--- config.mk ---
export PLATFORM = sky130hd
export DESIGN_NAME = bomb_sequencer
export DESIGN_NICKNAME = d
export VERILOG_FILES = /design/src/rtl/bomb_sequencer.sv
export SDC_FILE = /design/constraint.sdc
export NUM_CORES = 1
export LEC_CHECK = 0
export ABC_AREA = 0
export ABC_CLOCK_PERIOD_IN_PS = 2400
export CAP_MARGIN = 40
export CORE_AREA = 2 2 71 73
export CTS_CLUSTER_DIAMETER = 200
export DETAILED_ROUTE_END_ITERATION = 6
export DIE_AREA = 0 0 73 75
export PLACE_DENSITY = 0.66
export SYNTH_ARGS = -nofsm -noshare
export SYNTH_HDL_FRONTEND = slang
export SYNTH_SLANG_ARGS = --single-unit
--- constraint.sdc ---
create_clock -name clk -period 2.4 [get_ports clk]
set_input_delay 0.72 -clock clk [delete_from_list [all_inputs] [get_ports clk]]
set_output_delay 0.72 -clock clk [all_outputs]
set_load 0.05 [all_outputs]
--- src/rtl/bomb_sequencer.sv ---
// Bomb game controller driving an external NONE/LOAD/INCR/DECR timer register; commands are combinational, flags registered.
// Optional BOMB_STRIKE_SPEEDUP_EN: each non-fatal wrong code halves the tick period (minimum 2 cycles).
module bomb_sequencer #(
  parameter int                 WIDTH       = 4,
  parameter int                 MAX_TIME    = 15,
  parameter int                 TICK_DIV    = 50000000,
  parameter int                 CODE_W      = 8,
  parameter logic [CODE_W-1:0]  DEFUSE_CODE = 8'hA5,
  parameter int                 MAX_STRIKES = 3
) (
  input  logic              clk,
  input  logic              async_nreset,
  input  logic              btn_inc,
  input  logic              btn_dec,
  input  logic              btn_arm,
  input  logic              code_valid,
  input  logic [CODE_W-1:0] code_in,
  input  logic [WIDTH-1:0]  timer_val,
  output logic [1:0]        timer_ctrl,
  output logic [WIDTH-1:0]  timer_load,
  output logic              armed,
  output logic              defused,
  output logic              exploded,
  output logic [1:0]        strikes
);

  localparam int PW = (TICK_DIV > 2) ? $clog2(TICK_DIV) : 1;
  localparam logic [1:0]       CTRL_NONE = 2'd0;
  localparam logic [1:0]       CTRL_LOAD = 2'd1;
  localparam logic [1:0]       CTRL_INCR = 2'd2;
  localparam logic [1:0]       CTRL_DECR = 2'd3;
  localparam logic [WIDTH-1:0] MAX_T     = WIDTH'(MAX_TIME);
  localparam logic [1:0]       MAX_S     = 2'(MAX_STRIKES);

  typedef enum logic [1:0] {
    ST_SETUP    = 2'd0,
    ST_ARMED    = 2'd1,
    ST_DEFUSED  = 2'd2,
    ST_EXPLODED = 2'd3
  } state_t;

  state_t          state_q, state_d;
  logic [PW-1:0]   presc_q, presc_d;
  logic [1:0]      strikes_q, strikes_d;
  logic            armed_q, defused_q, exploded_q;
  logic [1:0]      ctrl_cmd;
  logic [1:0]      strike_inc;
  logic [PW-1:0]   last_cnt;
  logic            tick;
  logic            speedup;

`ifdef BOMB_STRIKE_SPEEDUP_EN
  logic [31:0] period_w;
  always_comb begin
    period_w = 32'(TICK_DIV) >> strikes_q;
    if (period_w < 32'd2) period_w = 32'd2;
  end
  assign last_cnt = PW'(period_w - 32'd1);
  assign speedup  = 1'b1;
`else
  assign last_cnt = PW'(TICK_DIV - 1);
  assign speedup  = 1'b0;
`endif

  assign tick       = (presc_q == last_cnt);
  assign strike_inc = (strikes_q == MAX_S) ? strikes_q : strikes_q + 2'd1;

  always_comb begin
    state_d   = state_q;
    presc_d   = presc_q;
    strikes_d = strikes_q;
    ctrl_cmd  = CTRL_NONE;
    case (state_q)
      ST_SETUP: begin
        presc_d = '0;
        // Arm owns the cycle even when it is refused at zero.
        if (btn_arm) begin
          if (timer_val != '0) begin
            state_d   = ST_ARMED;
            strikes_d = 2'd0;
          end
        end else if (btn_inc && !btn_dec) begin
          if (timer_val < MAX_T) ctrl_cmd = CTRL_INCR;
        end else if (btn_dec && !btn_inc) begin
          if (timer_val != '0) ctrl_cmd = CTRL_DECR;
        end
      end
      ST_ARMED: begin
        presc_d = tick ? '0 : presc_q + 1'b1;
        if (code_valid && code_in == DEFUSE_CODE) begin
          state_d = ST_DEFUSED;
        end else if (code_valid && strike_inc == MAX_S) begin
          state_d   = ST_EXPLODED;
          strikes_d = strike_inc;
        end else begin
          if (code_valid) begin
            strikes_d = strike_inc;
            if (speedup) presc_d = '0;
          end
          if (tick) begin
            // Never step below zero; an empty timer on a tick just explodes.
            if (timer_val != '0) ctrl_cmd = CTRL_DECR;
            if (timer_val <= WIDTH'(1)) state_d = ST_EXPLODED;
          end
        end
      end
      ST_DEFUSED, ST_EXPLODED: begin
        if (btn_arm) begin
          ctrl_cmd  = CTRL_LOAD;
          state_d   = ST_SETUP;
          strikes_d = 2'd0;
          presc_d   = '0;
        end
      end
      default: state_d = ST_SETUP;
    endcase
  end

  always_ff @(posedge clk or negedge async_nreset) begin
    if (!async_nreset) begin
      state_q    <= ST_SETUP;
      presc_q    <= '0;
      strikes_q  <= 2'd0;
      armed_q    <= 1'b0;
      defused_q  <= 1'b0;
      exploded_q <= 1'b0;
    end else begin
      state_q    <= state_d;
      presc_q    <= presc_d;
      strikes_q  <= strikes_d;
      armed_q    <= (state_d == ST_ARMED);
      defused_q  <= (state_d == ST_DEFUSED);
      exploded_q <= (state_d == ST_EXPLODED);
    end
  end

  // Reset gates the command path so nothing reaches the timer while held.
  assign timer_ctrl = async_nreset ? ctrl_cmd : CTRL_NONE;
  assign timer_load = '0;
  assign armed      = armed_q;
  assign defused    = defused_q;
  assign exploded   = exploded_q;
  assign strikes    = strikes_q;

  a_no_decr_at_zero: assert property (@(posedge clk) disable iff (!async_nreset)
    !(state_q == ST_ARMED && timer_val == '0 && timer_ctrl == CTRL_DECR));
  a_flags_exclusive: assert property (@(posedge clk) disable iff (!async_nreset)
    $onehot0({armed_q, defused_q, exploded_q}));

endmodule
After elaboration in Yosys (flattened, before gate mapping). Index checks and enable logic that the tools add are counted. W data, S select, Z words.

Bits in registers: 33. Input port bits: 18. Output and inout port bits: 11. Word-level logic and storage cells: 65.

Add/sub/neg operators: 2. $lt $le $gt $ge: 2. Eq/ne operators: 15. Multiplexer cells: 30. Reductions and logical operators: 10.

Operators by type and width (count): $pmux W26 S3 (1); $mux W26 (2); $mux W2 (23); $add A26 B1 Y26 const B (1); $eq A26 B26 Y1 const B (1); $pmux W2 S3 (3); $eq A2 B2 Y1 const B (6); $eq A8 B8 Y1 const B (1); $ne A2 B2 Y1 const B (4); $reduce_and A5 Y1 (1); $eq A2 B1 Y1 const B (2); $le A4 B1 Y1 const B (1); $logic_and A1 B1 Y1 (4); $lt A4 B4 Y1 const B (1); $reduce_bool A4 Y1 (1); $ne A3 B3 Y1 const B (1); $add A2 B1 Y2 const B (1); $logic_not A1 Y1 (2); $logic_not A2 Y1 (1); $reduce_or A2 Y1 (1); $mux W1 (1).

Logic depth before layout (Yosys ltp). Gate-level depths: netlist of run 1.

Depth after elaboration: 8. Mapped depth: 8. Mapped depth without buffers: 6.

Least setup slack after synthesis of run 1. OpenSTA, ideal clock, no wires.

Path kind: register to output. From: register presc_q[11]. To: output timer_ctrl[0]. Arrival: 2.509 ns. Required time: 1.680 ns. Path slack: -0.829 ns. Stages on the path, launching flop included: 7. Path buffers: 1. Cells stage by stage: dfrtp_1 > buf_6 > or4b_4 > nor4_4 > nand2_1 > or4b_1 > a21oi_1.

Word-level cells in the longest chain between the ends: 6.

Ends and longest elaborated chain: from (decl) (line 43) `logic [PW-1:0] presc_q, presc_d;`; from (signal assigned) (line 129) `presc_q <= presc_d;`; $eq A26 B26 Y1 (line 65) `assign tick = (presc_q == last_cnt);`; $mux W2 (line 100) `if (tick) begin`; $mux W2 (line 92) `end else if (code_valid && strike_inc == MAX_S) begin`; $mux W2 (line 90) `if (code_valid && code_in == DEFUSE_CODE) begin`; $pmux W2 S3 (line 73) `case (state_q)`; $mux W2 (line 138) `assign timer_ctrl = async_nreset ? ctrl_cmd : CTRL_NONE;`; to (decl) (line 19) `output logic [1:0] timer_ctrl,`.

No other way between the ends.

Final worst setup path of run 1.
From: register presc_q[10]. To: output timer_ctrl[0].

The elaborated chain is that of the path after synthesis.

==> impl.org, run 1 <==
** Worst hold path
- The path class of the tightest hold or removal check is register to register.

** Floorplanning
- Core region area :: 0.00466 sq mm
- The floorplan step set the die width to 73 um.
- Once the floorplan was initialized, standard cells occupied 41.9% of the core.
- From bottom edge to top edge, the die measures 75 um.
- The die covers 0.00548 sq mm.
- Number of top-level design ports :: 29
- Row generation in the floorplan step produced 25 rows.

** Logic synthesis
- #FFs+latches synth :: 33
- Netlist area before placement :: 0.00195 sq mm
- Synthesized netlist cell count :: 212
- Mean instance size in the synthesized netlist :: 9.20 sq um
- The synthesized design contains 0 enable-type register cells.
- Sequential fraction of the synthesis area :: 42.3%
- Warnings from Yosys :: 0
- The synthesized netlist contains 51 unique library cells.
- For this run, asynchronously set or reset flops after synthesis account for 100%.
- Among all flip-flop cells after synthesis, the most frequent one is dfrtp_1.

** Cells and area
- Antenna Diode Count :: 0
- Ratio of cells with drive above 1 in the final layout :: 24.5%
- Core Util, Final :: 58.4%
- Fill cell instance count of the final layout :: 405
- Compared with the post-synthesis result, the final layout area differs by 39.4%.
- At the end of the flow, the number of nets in the layout was 295.

** Place
- Detail Placement HPWL :: 3260 um
- Final weighted congestion in routability-driven placement :: 0.775
- Worst slack, placed :: -729 ps
- Buffers added on ports :: 24

** Critical path
- Crit-path max FO :: 3
- Cell-by-cell trace of the critical path :: or4b_4 > nor4_4 > nand2_1 > or4b_4 > a21oi_4 > buf_12
- In this design, the stage delay of the slowest critical-path cell is 550 ps.
- The number of buffers and inverters on the critical path is 1.
- Register-to-Register Path Depth :: 7
- Most frequent CP cell :: or4b_4
- Startpoint of the worst-slack reg-to-reg timing path :: presc_q[1]
- Critical path depth :: 6
- Nature of the critical path startpoint :: register
- For flop-to-flop paths, the worst setup slack is 220 ps.
- STA classifies the critical path endpoint as an output port.
- In this run the worst setup path terminates at timer_ctrl[0].
- STA puts the critical path data required time at 1680 ps.
- Tracing the worst setup path back leads to its startpoint at presc_q[10].
- The endpoint identified for the worst register-to-register timing path is presc_q[22].
- Data on the critical path arrives at its endpoint at 2380 ps.
- The critical path is of the register to output port type.
- Category of cells accounting for the largest share of critical-path delay :: simple AND/OR/NAND/NOR gates
- The slowest stage of the critical path belongs to the cell or4b_4.

** Drt
- Final routed wirelength across all metal layers :: 4590 um
- The first detailed-routing pass ran for 4 iterations.
- In the routed layout, each cell is associated on average with a via count of 5.47.
- Starting DRC count in detailed routing :: 169
- After detailed routing, the number of remaining DRC violations is 0.
- Via count :: 1811
- In the final routed layout, each cell accounts on average for 13.9 um.
- The detail route stage leaves a number of antenna-violating nets equal to 0.

** Clock network
- Clock tree synthesis found a total of 33 sinks.
- Insertion delay of the later-clocked pin in the worst-skew pair :: 290 ps
- The clock passes through at most 2 buffers.
- Clock Tree Root :: clkbuf_8
- CTS H-tree depth :: 2
- TritonCTS built the clock tree.
- Clock tree synthesis inserted a total of 5 buffers.
- Reg clk slew, reported paths :: 70 ps
- Number of hold-repair buffers added at the cts stage :: 0

** Power and ir drop
- The clock network burns 20.5% of the power.
- The analysis attributes to cell leakage a power of 1.25 nW.
- Switching part of the total :: 38.0%
- Share of total power in sequential cells :: 33.3%
- Of the total power, combinational logic draws 46.1%.
- Power density normalized to cell area :: 835 mW/mm^2
- Power spent charging and discharging nets :: 0.863 mW
- The worst-case IR drop observed on VDD is 0.398 mV.
- Internal power of the cells :: 1.41 mW

** Timing
- The final critical path takes up 129% of the cycle.
- Based on the critical path, the design can be clocked at up to 0.323 GHz.
- Final number of max-transition violations :: 0
- Setup repair after global routing could not meet its margin everywhere.
- The worst path in the final design needs a cycle of 3100 ps, including I/O delays and setup.
- Clock tree skew after final layout :: 3.85 ps
- Slew of the pin with the lowest slew margin :: 502 ps
- Slew HR :: 66.5%
- Setup violations remaining at the end of the flow were counted as 2.
- Hold Fails Final Rpt :: 0
- Final setup slack of the worst path :: -696 ps

** Run
- # Max-Cap Violations :: 0

** GRT
- GRT overflow :: 0
- The initial antenna violation count came to 0.
- The first global-routing pass estimated 7680 um of wire.
- Global routing used 18.3% of the available tracks.
- Largest net degree at the start of global routing :: 39
- Vias in the first global route :: 1660

** Status
- The run finished, with violations left.
- The checks that failed: setup timing.
routing by layer:
layer	vias up	wire, um	global-route usage, %
met3	5	220	5.35
met2	31	2200	29.6
li1	915	-	-
met5	-	0	0
met1	860	2140	24.9
met4	0	23	3.09
worst min path at each step:
stage	from	end	slack, ps	cells past startpoint
finish	strikes[0]	strikes[0]	520	1
global placement	strikes[0]	strikes[0]	490	1
floorplan	async_nreset	armed	420	0
CTS	strikes[0]	strikes[0]	520	1
detailed placement	strikes[0]	strikes[0]	500	1
global route	strikes[0]	strikes[0]	550	1
layout by cell type (no fill, tap or decap), types with 3 or more instances in the layout:
cell              n
a21oi_1          12
a22o_1            9
a31oi_1          11
and3_1            7
buf_12            4
buf_4            45
clkbuf_8          7
clkdlybuf4s50_1  20
conb_1            4
dfrtp_1          33
mux2i_1           3
nand2_1          23
nand2b_1          5
nand3_1           4
nand4_1           9
nor2_1           11
nor3_1            5
nor4_1            4
nor4b_1           3
o21ai_0           9
xnor2_1           4
xor2_1            3
cells in the mapped netlist, types with 2 or more instances:
master	n	area [sq um]
a22o_1	9	78.8
dfrtp_1	33	826
buf_2	3	15.0
nor4b_1	3	26.3
nor3_1	5	25.0
a221o_1	2	20.0
o21ai_0	9	45.0
a31oi_1	11	68.8
nor3b_1	2	15.0
or4_1	2	15.0
a21o_1	2	15.0
mux2i_1	3	30.0
xnor2_1	4	35.0
xor2_1	3	26.3
o31a_1	2	17.5
and4_1	2	17.5
nand4_1	9	56.3
inv_1	2	7.51
nand2b_1	5	31.3
nand3_1	4	20.0
nor2b_1	2	12.5
nand2_1	23	86.3
buf_4	4	30.0
nor4_1	5	31.3
a21oi_1	14	70.1
clkbuf_1	8	30.0
and3_1	7	43.8
nor2_1	11	41.3
power by group through the flow:
stage	clock network, mW	logic [mW]	registers [mW]
final	0.466	1.05	0.756
after global placement	0	1.04	0.764
after global routing	0.502	1.13	0.775
after detailed placement	0	1.05	0.766
after floorplan	0	0.485	0.900
after CTS	0.475	1.05	0.758
repair_timing:
item,in CTS,in global routing
endpoints found under the setup margin,2,2
setup buffers,0,2
resized for setup,0,3
area by class of cell:
cell class	count	area [sq um]	share of cell area, %
Inverter	2	7.51	0.276
Tap cell	54	67.6	2.48
Clock buffer	7	96.3	3.54
Sequential cell	33	826	30.4
Multi-Input combinational cell	163	1070	39.5
Timing Repair Buffer	71	643	23.6
Clock inverter	1	5.00	0.184
sequential cells by signal (all words and copies together) (netlist names):
signal / cells
armed: 1
exploded: 1
strikes: 2
presc_q: 26
defused: 1
state_q: 2
metrics by stage:
step	hold slack, ps	TNS [ps]	power [mW]	instance area (sq um)	cells
2_1_floorplan	424	-836	1.39	1990	215
3_3_place_gp	494	-1840	1.80	2590	321
3_5_place_dp	502	-2090	1.81	2590	321
4_1_cts	518	-1460	2.28	2690	329
5_1_grt	551	-1480	2.41	2720	331
6_report	517	-1390	2.27	2720	331
cell families (layout without fill, tap and decap cells):
kind of cell / after synthesis / after routing / share of synthesized area (%)
mux: 4 / 4 / 2.12
xor+xnor: 7 / 7 / 3.14
other cells: 1 / 4 / 0.192
buf+inv: 19 / 81 / 5.00
fa+ha+maj: 1 / 1 / 0.641
compound gates: 57 / 57 / 19.8
simple gates: 90 / 90 / 26.8
flops: 33 / 33 / 42.3
(Power assumes the default switching activity.)
==> run 2, diff against run 1 <==
--- a/config.mk
+++ b/config.mk
@@ -12,6 +12,7 @@
 export CTS_CLUSTER_DIAMETER = 200
 export DETAILED_ROUTE_END_ITERATION = 6
 export DIE_AREA = 0 0 73 75
+export MAX_ROUTING_LAYER = met4
 export PLACE_DENSITY = 0.66
 export SYNTH_ARGS = -nofsm -noshare
 export SYNTH_HDL_FRONTEND = slang
==> run 2 against run 1 <==
  * The flow still finishes with violations (setup timing)
  * Largest cell class unchanged
  * Maximum frequency hardly changed
  * Final cell count unchanged
  * Count of clock-buffer cells in the layout unchanged
  * Utilization is the same
==> impl.org, run 2 (same netlist as run 1, synthesis figures left out) <==
** Status
- The run finished, with violations left.
- Violated checks :: setup timing

** Critical path
- Master of the slowest instance on the critical path :: or4b_4
- The worst setup path is captured at an output port.
- Most frequent CP cell :: or4b_4
- Cell-by-cell trace of the critical path :: or4b_4 > nor4_4 > nand2_1 > or4b_4 > a21oi_4 > buf_12
- Critical path class :: register to output port
- Startpoint of the worst-slack reg-to-reg timing path :: presc_q[1]
- Reg-to-reg critical path endpoint :: presc_q[22]
- The slack of the worst reg-to-reg path is 200 ps (-20 ps).
- Crit-path max FO :: 3 (unchanged)
- Worst EP required :: 1680 ps (about the same)
- STA classifies the critical path startpoint as a register.
- The arrival time of the worst setup path is 2370 ps (about the same).
- Register-to-Register Path Depth :: 7 (unchanged)
- Max stage delay on crit path :: 550 ps (about the same)

** Floorplanning
- Die width :: 73 um (unchanged)
- The floorplan core area is 0.00466 sq mm (unchanged).
- The number of primary I/O pins is 29 (unchanged).
- Initial core utilization :: 41.9% (unchanged)
- The area enclosed by the die boundary came to 0.00548 sq mm (unchanged).
- The floorplan die height came to 75 um (unchanged).
- Row count :: 25 (unchanged)

** Clock network
- Maximum buffer depth of the clock tree :: 2 (unchanged)
- Total CTS buffers :: 5 (unchanged)
- TritonCTS built the clock tree.
- The tree is rooted in a clkbuf_8.
- Reg clk slew, reported paths :: 70 ps (about the same)
- Clock sink total :: 33 (unchanged)
- CTS H-tree depth :: 2 (unchanged)
- Insertion delay of the later-clocked pin in the worst-skew pair :: 290 ps (about the same)

** GRT
- Antenna violations before repair :: 0 (unchanged)
- GRT Resource Usage Total :: 18.8% (+0.52 points)
- Vias in the first global route :: 1657 (-0.18%)
- Global-route wire length before repair :: 7670 um (about the same)
- Largest net degree at the start of global routing :: 39 (unchanged)
- GRT overflow :: 0 (unchanged)

** Timing
- The final count of hold timing violations came to 0 (unchanged).
- Setup repair after global routing could not meet its margin everywhere.
- Final sum of negative setup slack :: -1390 ps (+3.21 ps)
- The final number of max-transition violations came to 0 (unchanged).
- Final setup slack of the worst path :: -694 ps (+1.61 ps)
- Achievable Freq :: 0.323 GHz (about the same)
- The post-route worst hold slack was 517 ps (+0.0540 ps).
- Final critical path time including I/O delays and setup :: 3090 ps (-1.61 ps)
- The part of the cycle the worst path needs is 129% (about the same).
- Slew HR :: 66.5% (unchanged)
- Slew of the pin with the lowest slew margin :: 502 ps (unchanged)
- The total setup violations reported at the end of the flow came to 2 (unchanged).
- Clock tree skew after final layout :: 4.59 ps (+0.739 ps)

** Cells and area
- Most used cells in the layout excluding fill and tap cells :: buf_4 (45), dfrtp_1 (33), nand2_1 (23)
- The antenna diode count came to 0 (unchanged).
- Core Util, Final :: 58.4% (unchanged)
- Flip-flop and latch area :: 826 sq um (unchanged)
- The area occupied by multi-input gates was 0.00107 sq mm (unchanged).
- Ratio of cells with drive above 1 in the final layout :: 24.5% (unchanged)
- The signed area change from the synthesized netlist to the final layout is 39.4% (unchanged).
- Max FFs per register :: 26 (unchanged)
- More flip-flops sit in one register than any other, and that register is presc_q.
- Most common cell after layout, fill and taps aside :: buf_4
- Layout net count :: 295 (unchanged)
- Final Cell Area :: 0.00272 sq mm (unchanged)
- The fill cell total of the finished layout was 405 (unchanged).

** Run
- # Max-Cap Violations :: 0 (unchanged)

** Drt
- The final wirelength is 4610 um (+0.50%).
- The average detailed-routed wire length per instance is 13.9 um (+0.50%).
- The final routed DRC violation total came to 0 (unchanged).
- Starting DRC count in detailed routing :: 137 (-19%)
- The count of antenna-violating nets left after detailed routing was 0 (unchanged).
- Via count :: 1822 (+0.61%)
- Average vias per placed instance :: 5.50 (+0.61%)
- The detailed-routing iteration count for the pre-antenna-repair pass was 4 (unchanged).

** Place
- The placed standard-cell area came to 0.00259 sq mm (unchanged).
- The HPWL after detailed placement was 3260 um (unchanged).
- Buffers added on ports :: 24 (unchanged)
- The placer's final routability congestion estimate is 0.785 (+1.4%).

** Worst hold path
- The min-delay analysis places its worst path in the category register to register.
- In this run the most critical hold path is launched from strikes[0].
- The path with the worst hold slack has its endpoint at strikes[0].
- The number of cells traversed by the worst hold path was 1 (unchanged).

** Power and ir drop
- The leakage power total was 1.25 nW (unchanged).
- Maximum ir drop on the vdd rail :: 0.398 mV (about the same)
- Power density normalized to cell area :: 834 mW/mm^2 (about the same)
==> run 2: what timing repair did <==
action,CTS,global route
hold buffers,0,0
resized for setup,0,3
endpoints found under the setup margin,2,2
buffers inserted,0,2
cloned,0,0
==> run 2: stage by stage <==
| stage | setup WS [ps] | power [mW] | cells |
|---|---|---|---|
| finish | -694 | 2.27 | 331 |
| global route | -737 | 2.40 | 331 |
| CTS | -730 | 2.28 | 329 |
| detailed placement | -729 | 1.81 | 321 |
| global placement | -707 | 1.80 | 321 |
| floorplan | -418 | 1.39 | 215 |
==> run 2: where the power goes <==
group          switching (mW)  internal (mW)
clock                   0.205          0.259
combinational           0.573          0.474
sequential             0.0822          0.674
==> run 2: area by class of cell <==
| cell class | instances | area share, % |
|---|---|---|
| Clock buffer | 7 | 3.54 |
| Timing Repair Buffer | 71 | 23.6 |
| Tap cell | 54 | 2.48 |
| Sequential cell | 33 | 30.4 |
| Inverter | 2 | 0.276 |
| Multi-Input combinational cell | 163 | 39.5 |
| Clock inverter | 1 | 0.184 |
==> run 2: critical path, delay by kind of cell (launching register included) <==
family	cells	cell delay (ps)
AO/OA/AOI/OAI	1	160
buffers and inverters	1	150
flip-flops	1	380
AND/OR/NAND/NOR	4	1400
==> run 2: how the worst max path moves through the flow <==
stage,from,to,cells after the start
floorplan,presc_q[11],timer_ctrl[0],6
global placement,code_in[1],timer_ctrl[1],7
detailed placement,code_in[1],timer_ctrl[0],7
CTS,presc_q[10],timer_ctrl[0],6
global route,presc_q[10],timer_ctrl[1],6
finish,presc_q[10],timer_ctrl[0],6
==> run 2: metal layers <==
layer  global-route usage [%]  vias up  wire length [um]
met2                     29.5       41              2200
met3                     4.15        2               203
met5                        -        -                 0
met4                     4.32        0                23
met1                     25.1      862              2180
li1                         -      917                 -
==> run 3, diff against run 2 <==
--- a/config.mk
+++ b/config.mk
@@ -8,12 +8,12 @@
 export ABC_AREA = 0
 export ABC_CLOCK_PERIOD_IN_PS = 2400
 export CAP_MARGIN = 40
-export CORE_AREA = 2 2 71 73
+export CORE_AREA = 2 2 67 69
 export CTS_CLUSTER_DIAMETER = 200
 export DETAILED_ROUTE_END_ITERATION = 6
-export DIE_AREA = 0 0 73 75
+export DIE_AREA = 0 0 69 71
 export MAX_ROUTING_LAYER = met4
-export PLACE_DENSITY = 0.66
+export PLACE_DENSITY = 0.73
 export SYNTH_ARGS = -nofsm -noshare
 export SYNTH_HDL_FRONTEND = slang
 export SYNTH_SLANG_ARGS = --single-unit
==> run 3 against run 2 <==
  * The run still ends with setup timing left
  * Via count is 2.7% higher
  * Final cell count stayed put
  * Critical path depth is 1 higher
  * Routed wire length is 1.6% higher
  * Clock power is 9.3% lower
  * Register-to-register slack better by 50 ps
  * Die area is 11% lower
  * Worst setup slack worse by 35 ps
  * Final area is 0.14% lower
  * Count of clock-buffer cells in the layout stayed put
  * Non-clock buffer count is 3 higher
  * Combinational power is 4% higher
  * Critical path type is now input pin to output port
  * Largest cell class unchanged
  * Largest power group unchanged
==> impl.org, run 3 (same netlist as run 1, synthesis figures left out) <==
** Status
- Result of the run :: finished with violations
- Violated checks :: setup timing

** Timing
- The clock period minus worst slack is 3130 ps (+35.4 ps).
- Setup repair after global routing missed its margin :: yes
- The relative slew slack is 62.4% (-4.1 points).
- The part of the cycle the worst path needs was 130% (+1.5 points).
- Achievable Freq :: 0.320 GHz (-1.1%)
- Slew of the pin with the lowest slew margin :: 561 ps (+59.8 ps)
- The total negative slack for setup checks came to -1460 ps (-67.2 ps).
- Final number of max-transition violations :: 0 (unchanged)
- Hold Fails Final Rpt :: 0 (unchanged)
- The total setup violations reported at the end of the flow is 2 (unchanged).
- Final setup slack of the worst path :: -730 ps (-35.4 ps)
- The worst clock skew on the final layout was 4.50 ps (-0.0914 ps).

** Place
- The HPWL after detailed placement was 3430 um (+5.2%).
- Worst slack, placed :: -736 ps (-6.23 ps)
- The placer's final routability congestion estimate was 0.775 (-1.3%).
- The number of port buffers is 24 (unchanged).
- The placed standard-cell area was 0.00261 sq mm (+0.72%).

** Cells and area
- Most common cell after layout, fill and taps aside :: buf_4
- Antenna Diode Count :: 0 (unchanged)
- Area of the multi-input gates :: 0.00108 sq mm (+0.47%)
- Core Util, Final :: 64.6% (+6.3 points)
- Compared with the post-synthesis result, the final layout area differs by 39.3%.
- Fill cell instance count of the final layout :: 353 (-13%)
- The area occupied by registers was 826 sq um (unchanged).
- Register with the highest flop count :: presc_q
- Final Cell Area :: 0.00272 sq mm (-0.14%)
- Max FFs per register :: 26 (unchanged)
- The fraction of layout instances using a drive strength above 1 came to 25.1% (+0.54 points).
- Most used cells in the layout excluding fill and tap cells :: buf_4 (48), dfrtp_1 (33), nand2_1 (23)
- The final-stage net count is 298 (+1.0%).

** Clock network
- Clock sink total :: 33 (unchanged)
- Insertion delay of the later-clocked pin in the worst-skew pair :: 290 ps (about the same)
- Clock Tree Root :: clkbuf_8
- TritonCTS built the clock tree.
- The clock-pin slew on the worst setup and hold paths came to 60 ps (about the same).
- The H-tree depth came to 2 (unchanged).
- Total CTS buffers :: 5 (unchanged)
- Number of hold-repair buffers added at the cts stage :: 0 (unchanged)
- Maximum buffer depth of the clock tree :: 2 (unchanged)

** Drt
- The via-per-instance ratio was 5.65 (+2.7%).
- Antenna-violating nets left :: 0 (unchanged)
- Via count :: 1871 (+2.7%)
- Length of the first detailed-routing pass in iterations :: 4 (unchanged)
- Final routed wirelength across all metal layers :: 4690 um (+1.6%)
- The average detailed-routed wire length per instance is 14.2 um (+1.6%).
- The violation count after the first detailed-routing iteration is 105 (-23%).
- The final routed DRC violation total was 0 (unchanged).

** Floorplanning
- The floorplan core area was 0.00420 sq mm (-9.8%).
- The area enclosed by the die boundary is 0.00490 sq mm (-11%).
- Die Span Y :: 71 um (-5.3%)
- The width of the die was 69 um (-5.5%).
- The number of primary I/O pins came to 29 (unchanged).
- The starting utilization of the core area is 46.4% (+4.5 points).
- Row count :: 24 (-4.0%)

** Critical path
- Startpoint of the worst-slack reg-to-reg timing path :: presc_q[5]
- The largest incremental delay on the critical path is 570 ps (+20 ps).
- Tracing the worst setup path back leads to its startpoint at code_in[1].
- The critical path is of the input pin to output port type.
- The worst-path maximum fanout was 2 (-1).
- The worst setup path is captured at an output port.
- On the critical path, the stage with the largest delay is an instance of or4b_4.
- WP data arrival :: 2410 ps (+40 ps)
- Crit path buf inv count :: 2 (+1)
- Category of cells accounting for the largest share of critical-path delay :: simple AND/OR/NAND/NOR gates
- Worst EP required :: 1680 ps (about the same)
- Cell-by-cell trace of the critical path :: clkdlybuf4s50_1 > and3b_1 > nand4b_1 > nand2_1 > or4b_4 > a21oi_4 > buf_12
- STA classifies the critical path startpoint as an input pin.

** GRT
- Largest net degree at the start of global routing :: 34 (-13%)
- The initial antenna violation count is 0 (unchanged).
- The via count of the first global-routing pass came to 1838 (+11%).
- Grt met1 use :: 26.8% (+1.7 points)
- The layer flagged by global routing as most heavily used is met2.
- GRT overflow :: 0 (unchanged)
- Met3 Track Usage GR :: 3.85% (-0.30 points)
- Global-route wire length before repair :: 8250 um (+7.6%)
- The met2 capacity usage during global routing was 35.6% (+6.0 points).
- The overall global routing resource usage came to 21.5% (+2.6 points).

** Power and ir drop
- The areal power density over the cells came to 836 mW/mm^2 (+0.29%).
- Total power after layout :: 2.27 mW (+0.15%)
- The leakage power total came to 1.23 nW (-1.4%).
- Maximum ir drop on the vdd rail :: 0.565 mV (+42%)

** Worst hold path
- Worst hold path type :: register to register
- The startpoint identified for the worst hold timing path is strikes[0].

** Run
- # Max-Cap Violations :: 0 (unchanged)
==> run 3: changes by cell type in the layout (fill, tap and decap cells not counted) <==
cell,delta
buf_4,+3
nor3_2,+1
nor3_1,-1
clkbuf_1,+1
clkdlybuf4s50_1,+2
clkbuf_8,-1
buf_12,-1
buf_6,+1
clkinv_2,-1
dlymetal6s2s_1,-2
==> run 3: power by group <==
| group | internal, mW | switching, mW | total (mW) | leakage (nW) |
|---|---|---|---|---|
| Combinational | 0.501 | 0.592 | 1.09 | 0.739 |
| Sequential | 0.674 | 0.0829 | 0.757 | 0.446 |
| Clock | 0.227 | 0.194 | 0.421 | 0.0443 |
| Total | 1.40 | 0.868 | 2.27 | 1.23 |
==> run 3: metal layers <==
layer  vias to the layer above  share of wire [%]
li1                        922                  -
met1                       906                 45
met2                        35                 50
met3                         8                3.0
met4                         0                1.4
met5                         -                  0
==> run 3: per-stage QoR <==
| stage | hold slack, ps | cells |
|---|---|---|
| after floorplan | 424 | 215 |
| after global placement | 495 | 322 |
| after detailed placement | 503 | 323 |
| after CTS | 515 | 330 |
| after global routing | 546 | 331 |
| final | 514 | 331 |
==> run 3: worst paths after layout <==
path,slack [ps],cells after the start,endpoint
worst max-delay path,-730,7,timer_ctrl[0]
worst min-delay path,510,1,strikes[0]
worst max register to register,250,6,presc_q[23]
worst min register to register,510,1,strikes[0]
max in group asynchronous,1150,2,strikes[0]
min in group asynchronous,940,2,presc_q[6]
==> run 3: layout make-up <==
type | count | area share [%]
multi-input cells | 163 | 39.8
repair buffers | 74 | 24.0
well taps | 52 | 2.40
clock buffers | 7 | 3.18
flip-flops and latches | 33 | 30.4
inverters | 2 | 0.276
==> run 3: what timing repair did <==
item / CTS / global route
cloned: 0 / 0
resized for setup: 0 / 2
pin swaps: 0 / 1
endpoints found under the setup margin: 2 / 5
setup buffers: 0 / 1
==> run 3: worst reg2reg max path: cells and delay by family, from the launching register on <==
family	cells	cell delay, ps
AND/OR/NAND/NOR	3	880
buffers and inverters	1	160
AO/OA/AOI/OAI	2	640
flip-flops	1	360
